==> src/rtl/phase_sequencer_pkg.sv <==
// Shared constants for the phase sequencer: FSM state encoding and the
// eight instruction phase codes seen by the instruction controller.
package phase_sequencer_pkg;

    localparam int unsigned PHASE_W = 3;
    localparam int unsigned COUNT_W = 16;

    // FSM state encoding
    localparam logic [1:0] ST_IDLE   = 2'd0;
    localparam logic [1:0] ST_RUN    = 2'd1;
    localparam logic [1:0] ST_STEP   = 2'd2;
    localparam logic [1:0] ST_HALTED = 2'd3;

    // Instruction phases
    localparam logic [PHASE_W-1:0] INST_ADDR  = 3'd0;
    localparam logic [PHASE_W-1:0] INST_FETCH = 3'd1;
    localparam logic [PHASE_W-1:0] INST_LOAD  = 3'd2;
    localparam logic [PHASE_W-1:0] IDLE_PH    = 3'd3;
    localparam logic [PHASE_W-1:0] OP_ADDR    = 3'd4;
    localparam logic [PHASE_W-1:0] OP_FETCH   = 3'd5;
    localparam logic [PHASE_W-1:0] ALU_OP     = 3'd6;
    localparam logic [PHASE_W-1:0] STORE      = 3'd7;

endpackage

==> src/rtl/phase_sequencer_counter.sv <==
// 3-bit instruction phase register. clr forces INST_ADDR, en advances by
// one with natural 7->0 wrap; wrap flags that the advance retires STORE.
module phase_counter
    import phase_sequencer_pkg::*;
(
    input  logic               clk,
    input  logic               rst_n,
    input  logic               clr,
    input  logic               en,
    output logic [PHASE_W-1:0] phase,
    output logic               wrap
);

    // Wrap is flagged on the advancing edge out of the last phase
    assign wrap = en && (phase == STORE);

    // Phase register: clear wins over enable
    always_ff @(posedge clk or negedge rst_n) begin
        if (!rst_n) begin
            phase <= INST_ADDR;
        end else if (clr) begin
            phase <= INST_ADDR;
        end else if (en) begin
            phase <= phase + 3'd1;
        end
    end

endmodule

==> src/rtl/phase_sequencer.sv <==
// Instruction phase sequencer: IDLE/RUN/STEP/HALTED control FSM that drives
// the phase counter, stalls on pending memory accesses and counts retired
// instructions. All outputs are registers or decodes of the state register.
module phase_sequencer
    import phase_sequencer_pkg::*;
(
    input  logic               clk,
    input  logic               rst_n,
    input  logic               start,
    input  logic               step,
    input  logic               clear,
    input  logic               halt,
    input  logic               rd,
    input  logic               wr,
    input  logic               mem_ready,
    output logic [PHASE_W-1:0] phase,
    output logic               running,
    output logic               halted,
    output logic               instr_done,
    output logic [COUNT_W-1:0] instr_count
);

    logic [1:0] state;
    logic [1:0] state_next;
    logic       active;
    logic       stall;
    logic       advance;
    logic       phase_clr;
    logic       retire;

    assign active    = (state == ST_RUN) || (state == ST_STEP);
    assign stall     = (rd || wr) && !mem_ready;
    // Halt outranks both stall and retire: a halted cycle never advances
    assign advance   = active && !halt && !stall;
    assign phase_clr = (state == ST_IDLE) || ((state == ST_HALTED) && clear);

    assign running = active;
    assign halted  = (state == ST_HALTED);

    phase_counter u_phase_counter (
        .clk   (clk),
        .rst_n (rst_n),
        .clr   (phase_clr),
        .en    (advance),
        .phase (phase),
        .wrap  (retire)
    );

    // Next-state decode
    always_comb begin
        state_next = state;
        case (state)
            ST_IDLE: begin
                if (start) begin
                    state_next = ST_RUN;
                end else if (step) begin
                    state_next = ST_STEP;
                end
            end
            ST_RUN: begin
                if (halt) begin
                    state_next = ST_HALTED;
                end
            end
            ST_STEP: begin
                if (halt) begin
                    state_next = ST_HALTED;
                end else if (retire) begin
                    state_next = ST_IDLE;
                end
            end
            default: begin
                if (clear) begin
                    state_next = ST_IDLE;
                end
            end
        endcase
    end

    // State register
    always_ff @(posedge clk or negedge rst_n) begin
        if (!rst_n) begin
            state <= ST_IDLE;
        end else begin
            state <= state_next;
        end
    end

    // Retire pulse and retired-instruction counter (wraps modulo 2^16)
    always_ff @(posedge clk or negedge rst_n) begin
        if (!rst_n) begin
            instr_done  <= 1'b0;
            instr_count <= '0;
        end else begin
            instr_done <= retire;
            if (retire) begin
                instr_count <= instr_count + 16'd1;
            end
        end
    end

endmodule
==> config.mk <==
export PLATFORM = sky130hd
export DESIGN_NAME = phase_sequencer
export DESIGN_NICKNAME = d
export VERILOG_FILES = /design/src/rtl/phase_sequencer_pkg.sv /design/src/rtl/phase_sequencer_counter.sv /design/src/rtl/phase_sequencer.sv
export SDC_FILE = /design/constraint.sdc
export NUM_CORES = 1
export LEC_CHECK = 0
export CORE_ASPECT_RATIO = 0.9
export CORE_UTILIZATION = 30
export DETAILED_ROUTE_END_ITERATION = 10
export PLACE_DENSITY_LB_ADDON = 0.2
export SLEW_MARGIN = 20
export SYNTH_ARGS = -nofsm -noshare
export SYNTH_HDL_FRONTEND = slang
export SYNTH_HIERARCHICAL = 1
export SYNTH_SLANG_ARGS = --single-unit
==> constraint.sdc <==
create_clock -name clk -period 2.4 [get_ports clk]
set_input_delay 0.72 -clock clk [delete_from_list [all_inputs] [get_ports clk]]
set_output_delay 0.72 -clock clk [all_outputs]
set_load 0.005 [all_outputs]
==> summary.txt, run 1 <==
Run status
  – Status: completed

Layout
  – Layout cell share with drive strength beyond 1: about a fifth
  – Layout Cells excl Fill: between 150 and 200
  – Area Growth Syn to Fin: 49.9%
  – Fin area: between 1500 and 2000 um^2
  – Fin nets: 164
  – Ant diodes: 0

Synth
  – Ys async rst share: 100%
  – Distinct cells, synth: 24
  – Main synth FF type: dfrtp_1
  – Synthesized netlist cell count: 99
  – Number of synthesized flops with an enable pin: 0
  – Most frequent cells after synthesis: 22 x dfrtp_1, 11 x nor2_1, 10 x xnor2_1, 9 x ha_1
  – Average size of a mapped cell: around 11 um^2
  – Sequential area share after synthesis: 50.2%
  – Synth Warn #: 6
  – Syn Std Cell Area: around 1100 um^2
  – Synth Register Bits: 22
  – Ranking of synthesized cells by area: dfrtp_1 50%, ha_1 10%, xnor2_1 8.0%
  – Top cell type's share of synthesized area: between 50% and 60%
  – Synth area leader: dfrtp_1
  – Top-count cell post-synth: dfrtp_1
  – Mapped Nets: around 120

Clock network
  – Clk Latency, worst-skew pair: 0.26 ns
  – Clk slew on worst S/H paths: 0.08 ns
  – Clock Tree Buf Depth: 2
  – Total CTS buffers: 3
  – Clock sinks: 22
  – Clk root buf: clkbuf_8
  – CTS tree: done
  – CTS Hold Buffers Added: 0
  – Max H-tree Level: 1

Timing
  – Slew Viols, Final: 0
  – Hold Vio Cnt, Final: 0
  – Worst Max-Slew Pin Slew: roughly 0.35 ns
  – Normalized max-slew margin: about three quarters
  – Final period util: between 90% and 100%
  – Final worst slack: between 0.09 and 0.1 ns
  – Clock Skew: ~0.0052 ns
  – Setup TNS: 0 ns
  – # setup viols final: 0
  – Post-route minimum period: 2.31 ns
  – RSZ-0062 raised after global routing: no
  – Peak Freq: roughly 430 MHz

Drt
  – Avg WL per Cell: 11.9 um
  – Met3 wire len: approximately 97 um
  – Remaining DRCs: 0
  – Avg Vias per Cell: between 4 and 5
  – Initial detailed-routing violation count: 19
  – Top layer reached by signal wires: met4
  – Met1 wire length: 1050 um
  – Total Routed Length: about 2200 um
  – Drt pass-1 iters: 4
  – Via count: roughly 840
  – Antenna-violating nets left: 0
  – WL met2: ~1100 um

Power
  – Static leakage: between 0.7 and 0.8 nW
  – NetSw: ~0.33 mW
  – Comb pwr share: 36.6%
  – Power per Cell Area: about 730 nW/um^2
  – Int Pwr: approximately 0.87 mW
  – Flop pwr share: a little over a third
  – Clock power share: 28.6%
  – Power Total: 1.20 mW
  – Peak supply drop: 0.355 mV
  – Sw Share: around 27%

Placement
  – Pre-CTS setup slack: -0.342 ns
  – DP Wirelength: 1640 um
  – # port buffers: 30
  – Routability cong.: slightly above 0.7
  – Inst Count DP: 180
  – DP Area: 1510 um^2

Min path
  – Hold path cells: 1
  – Hold EP: instr_count[15]
  – Worst min path class: flip-flop to flip-flop
  – Hold Crit Start: instr_count[15]

Global route
  – GRT overflow: 0
  – Total Routing Usage GR: approximately 13%
  – Global-route wire length before repair: 3740 um
  – Vias in the first global route: between 800 and 900
  – Antenna violations before repair: 0
  – Largest net degree at the start of global routing: 23

Run
  – Max cap viols: 0

Critical path
  – Reg2Reg Depth: 8
  – Worst EP arrival: ~1.6 ns
  – Critical path required time: 1.68 ns
  – RR Endpoint: instr_count[14]
  – Crit-path max FO: 4
  – Reg2reg start: state[0]
  – Crit path kind: flip-flop to output port
  – Startpoint types: flip-flop
  – Crit path capture type: output port
  – R2R Setup Slk: about 0.16 ns

Floorplanning
  – Die height: ~60 um
  – Initial core utilization: 32.0%
  – Row Count: 20
  – Die Wd: about 66 um
  – # IOs: 31
  – Core Region: 3430 um^2
  – Die area: between 3000 and 4000 um^2
==> stage by stage <==
| step | hold slack (ns) | utilization, % |
|---|---|---|
| floorplan | 0.424 | - |
| global placement | 0.461 | 44.1 |
| detailed placement | 0.465 | 44.1 |
| CTS | 0.477 | 47.2 |
| global route | 0.518 | 47.9 |
| finish | 0.471 | 47.9 |
==> layout make-up <==
type	count	area, um^2
clock buffers	3	41.3
clock inverters	1	30.0
fillers	326	1790
inverters	6	22.5
multi-input cells	70	548
flip-flops and latches	22	551
well taps	44	55.1
repair buffers	43	395
==> routing by layer <==
layer,GRT usage (%),up-vias
met4,4.04,0
met3,4.04,2
met5,0,-
li1,-,418
met2,22.3,19
met1,15.5,398
==> logic make-up after synthesis <==
logic type | share of synthesized area (%)
AO/OA/AOI/OAI | 3.42
buffers and inverters | 2.51
AND/OR/NAND/NOR | 15.2
multiplexers | 4.91
XOR/XNOR | 13.5
adder cells (fa/ha/maj) | 10.3
flip-flops | 50.2
==> repair_timing <==
| item | CTS | global route |
|---|---|---|
| resized for setup | 7 | 2 |
| pin swaps | 7 | 3 |
| setup endpoints to repair | 1 | 1 |
| buffers inserted | 4 | 1 |
| cloned | 0 | 0 |
==> flip-flops by register name, summed over array words and instances, names as in the netlist <==
signal	flops
state	2
instr_count	16
instr_done	1
u_phase_counter/phase	3
==> layout by cell type (no fill, tap or decap), drive strengths merged, types with 2 or more instances in the layout <==
cell type	count
clkdlybuf4s50	26
xor2	5
mux2i	2
inv	6
clkdlybuf4s15	2
xnor2	11
ha	9
nand3	3
dfrtp	22
dlygate4sd2	2
a21oi	5
mux2	3
nor2	11
buf	13
nand4	5
nand2	7
clkbuf	3
==> worst max-delay path: stages (launching register included) <==
cell,delay (ns)
dfrtp_1,0.40
buf_4,0.14
buf_4,0.14
ha_1,0.20
clkdlybuf4s50_1,0.44
==> power by group through the flow <==
stage / logic, mW / registers, mW / clock network (mW)
3_5_place_dp: 0.343 / 0.437 / 0
2_1_floorplan: 0.209 / 0.430 / 0
5_1_grt: 0.480 / 0.420 / 0.371
6_report: 0.438 / 0.417 / 0.342
3_3_place_gp: 0.332 / 0.434 / 0
4_1_cts: 0.391 / 0.416 / 0.359
==> worst max-delay path by stage <==
stage                                 end  slack, ns      from
after floorplan           instr_count[14]      -0.18        wr
after global placement    instr_count[14]      -0.31        wr
after detailed placement  instr_count[14]      -0.34        wr
after CTS                 instr_count[14]       0.04        rd
after global routing               halted       0.04  state[0]
final                              halted       0.09  state[0]
(Power assumes the default switching activity.)
==> inputs of run 2 (changes only) <==
- ABC_AREA: not set -> 1
==> run 2 against run 1 <==
  * Utilization shrank 4.3 points
  * Non-clock buffer count shrank 10
  * Synthesized cell count grew 48%
  * Hold slack gained 0.042 ns
  * Via count grew 23%
  * Register-to-register slack gained 0.36 ns
  * Fmax grew 0.26%
  * Count of clock-buffer cells in the layout is the same
==> summary.txt, run 2 <==
Floorplanning
  – # IOs: 31 (unchanged)
  – Initial core utilization: 32.2% (+0.19 points)
  – Die Wd: 69.6 um (+5.9%)
  – Die area: 4370 um^2 (+12%)
  – Row Count: 21 (+5.0%)
  – Die height: 62.8 um (+5.9%)
  – Core Region: 3840 um^2 (+12%)

Clock network
  – Clk root buf: clkbuf_8
  – Clk slew on worst S/H paths: 0.09 ns (about the same)
  – Post-CTS Resized: 0 (-7)
  – CTS Hold Buffers Added: 0 (unchanged)
  – CTS tree: done
  – Clock sinks: 22 (unchanged)
  – Max H-tree Level: 1 (unchanged)
  – Clk Latency, worst-skew pair: 0.27 ns (about the same)
  – Clock Tree Buf Depth: 2 (unchanged)
  – Post-CTS Setup Bufs: 0 (-4)
  – Total CTS buffers: 3 (unchanged)

Synth
  – Ys async rst share: 100% (unchanged)
  – Synth Warn #: 6 (unchanged)
  – Syn Std Cell Area: 1230 um^2 (+13%)
  – Distinct cells, synth: 18 (-25%)
  – Synth area leader: dfrtp_1
  – Synth Register Bits: 22 (unchanged)
  – Number of synthesized flops with an enable pin: 0 (unchanged)
  – Top cell type's share of synthesized area: 44.6% (-5.6 points)
  – Ranking of synthesized cells by area: dfrtp_1 45%, nand2_1 12%, ha_1 9.1%
  – Most frequent cells after synthesis: 41 x nand2_1, 22 x dfrtp_1, 19 x inv_1, 15 x nor2_1
  – Synthesized netlist cell count: 147 (+48%)
  – Main synth FF type: dfrtp_1
  – Mapped Nets: 165 (+41%)
  – Sequential area share after synthesis: 44.6% (-5.6 points)
  – Average size of a mapped cell: 8.39 um^2 (-24%)
  – Top-count cell post-synth: nand2_1

Critical path
  – Reg2reg start: state[0]
  – Reg2Reg Depth: 10 (+2)
  – Crit-path max FO: 4 (unchanged)
  – Crit path capture type: output port
  – Critical path required time: 1.68 ns (about the same)
  – RR Endpoint: instr_count[11]
  – Crit path kind: flip-flop to output port
  – Startpoint types: flip-flop
  – Worst EP arrival: 1.58 ns (about the same)
  – End point of the critical path: running
  – Crit. Startpoint: state[0]
  – R2R Setup Slk: 0.52 ns (+0.36 ns)

Layout
  – Layout Cells excl Fill: 229 (+21%)
  – Filler cells: 365 (+12%)
  – Leading cell type in the layout, fill and taps excluded: nand2_1
  – Largest regs: instr_count: 16 flops, u_phase_counter/phase: 3 flops, state: 2 flops
  – Area Growth Syn to Fin: 35.7%
  – Ant diodes: 0 (unchanged)
  – Most flops, register: instr_count
  – Most frequent cells in the layout: 41 x nand2_1, 30 x clkdlybuf4s50_1, 22 x dfrtp_1
  – Fin nets: 202 (+23%)
  – Largest register FFs: 16 (unchanged)
  – Layout cell share with drive strength beyond 1: 7.65% (-11 points)

Placement
  – Pre-CTS setup slack: 0.0939 ns (+0.436 ns)
  – DP Wirelength: 1960 um (+19%)
  – Routability cong.: 0.783 (+8.1%)
  – Inst Count DP: 225 (+25%)
  – # port buffers: 30 (unchanged)

Power
  – Static leakage: 0.812 nW (+6.4%)
  – Peak supply drop: 0.417 mV (+17%)
  – Power per Cell Area: 686 nW/um^2 (-5.8%)
  – Power Total: 1.15 mW (-4.1%)

Drt
  – Total Routed Length: 2530 um (+12%)
  – Drt pass-1 iters: 4 (unchanged)
  – Avg Vias per Cell: 4.50 (+1.7%)
  – Avg WL per Cell: 11.0 um (-7.3%)
  – Antenna-violating nets left: 0 (unchanged)
  – Initial detailed-routing violation count: 47 (+28)
  – Via count: 1031 (+23%)
  – Remaining DRCs: 0 (unchanged)

Timing
  – Post-route minimum period: 2.30 ns (-0.00606 ns)
  – Setup TNS: 0 ns (unchanged)
  – Slew Viols, Final: 0 (unchanged)
  – Final worst slack: 0.100 ns (+0.00606 ns)
  – Peak Freq: 435 MHz (+0.26%)
  – Final period util: 95.8% (-0.25 points)
  – Normalized max-slew margin: 80.9% (+4.2 points)
  – Hold Vio Cnt, Final: 0 (unchanged)
  – # setup viols final: 0 (unchanged)
  – Worst Max-Slew Pin Slew: 0.286 ns (-0.0596 ns)
  – Clock Skew: 0.00783 ns (+0.00262 ns)
  – RSZ-0062 raised after global routing: no

Run
  – Max cap viols: 0 (unchanged)

Global route
  – Largest net degree at the start of global routing: 23 (unchanged)
  – Global-route wire length before repair: 4530 um (+21%)
  – Vias in the first global route: 996 (+16%)
  – GRT overflow: 0 (unchanged)
  – Total Routing Usage GR: 12.9% (-0.091 points)
  – Antenna violations before repair: 0 (unchanged)

Min path
  – Worst min path class: flip-flop to flip-flop

Run status
  – Status: completed
[run 2: changes by cell type in the layout (fill, tap and decap cells not counted), moves of 3 or more]
cell,before,now
nor2_1,11,15
clkdlybuf4s50_1,26,30
o21ai_0,1,4
mux2_2,3,0
inv_1,6,19
buf_4,13,3
xor2_1,5,2
nand3_1,3,9
nand2_1,6,41
[run 2: layer usage]
| metal | wire (um) | global-route usage (%) | vias to the layer above |
|---|---|---|---|
| met5 | 0 | 0 | - |
| met4 | 12 | 3.06 | 0 |
| met3 | 108 | 4.03 | 2 |
| met2 | 1210 | 22.0 | 21 |
| met1 | 1190 | 15.8 | 479 |
| li1 | - | - | 529 |
[run 2: area by class of cell]
cell class	instances	area, um^2	share of cell area [%]
multi-input combinational	105	601	35.9
sequential	22	551	32.9
timing repair buffer	33	323	19.3
inverter	19	71.3	4.26
tap	46	57.6	3.44
clock buffer	3	41.3	2.47
clock inverter	1	30.0	1.79
[run 2: worst min-delay path by stage]
stage | slack [ns] | from | cells past startpoint | endpoint
after floorplan | 0.42 | rst_n | 0 | instr_count[0]
after global placement | 0.49 | instr_count[15] | 2 | instr_count[15]
after detailed placement | 0.50 | instr_count[15] | 2 | instr_count[15]
after CTS | 0.52 | instr_count[4] | 1 | instr_count[4]
after global routing | 0.54 | instr_count[15] | 2 | instr_count[15]
final | 0.51 | instr_count[4] | 1 | instr_count[4]
[run 2: metrics by stage]
step                      util [%]  instance area, um^2  hold WS [ns]
after CTS                     43.6                 1670         0.524
after global placement        41.8                 1600         0.489
final                         43.6                 1670         0.513
after floorplan                  -                 1230         0.424
after detailed placement      41.8                 1600         0.500
after global routing          43.6                 1670         0.540
[run 2: critical path: stages, from the launching register on]
cell             delay [ns]
dfrtp_1                0.41
inv_1                  0.10
ha_1                   0.31
clkdlybuf4s50_1        0.50
[run 2: logic make-up (layout without fill, tap and decap cells)]
logic type | Yosys count | count (layout) | share of synthesized area (%)
buf+inv | 20 | 56 | 6.69
flops | 22 | 22 | 44.6
xor+xnor | 11 | 11 | 7.81
simple gates | 77 | 77 | 28.3
fa+ha+maj | 9 | 9 | 9.13
compound gates | 8 | 8 | 3.45
[run 2: report_power, final]
part | switching (mW) | internal, mW
Combinational | 0.198 | 0.173
Clock | 0.125 | 0.223
Sequential | 0.0287 | 0.400
==> inputs of run 3 (changes only) <==
- HOLD_SLACK_MARGIN: not set -> 0.06
==> results of run 3 <==
No change in the layout: final DEF, timing and power equal those of run 2.
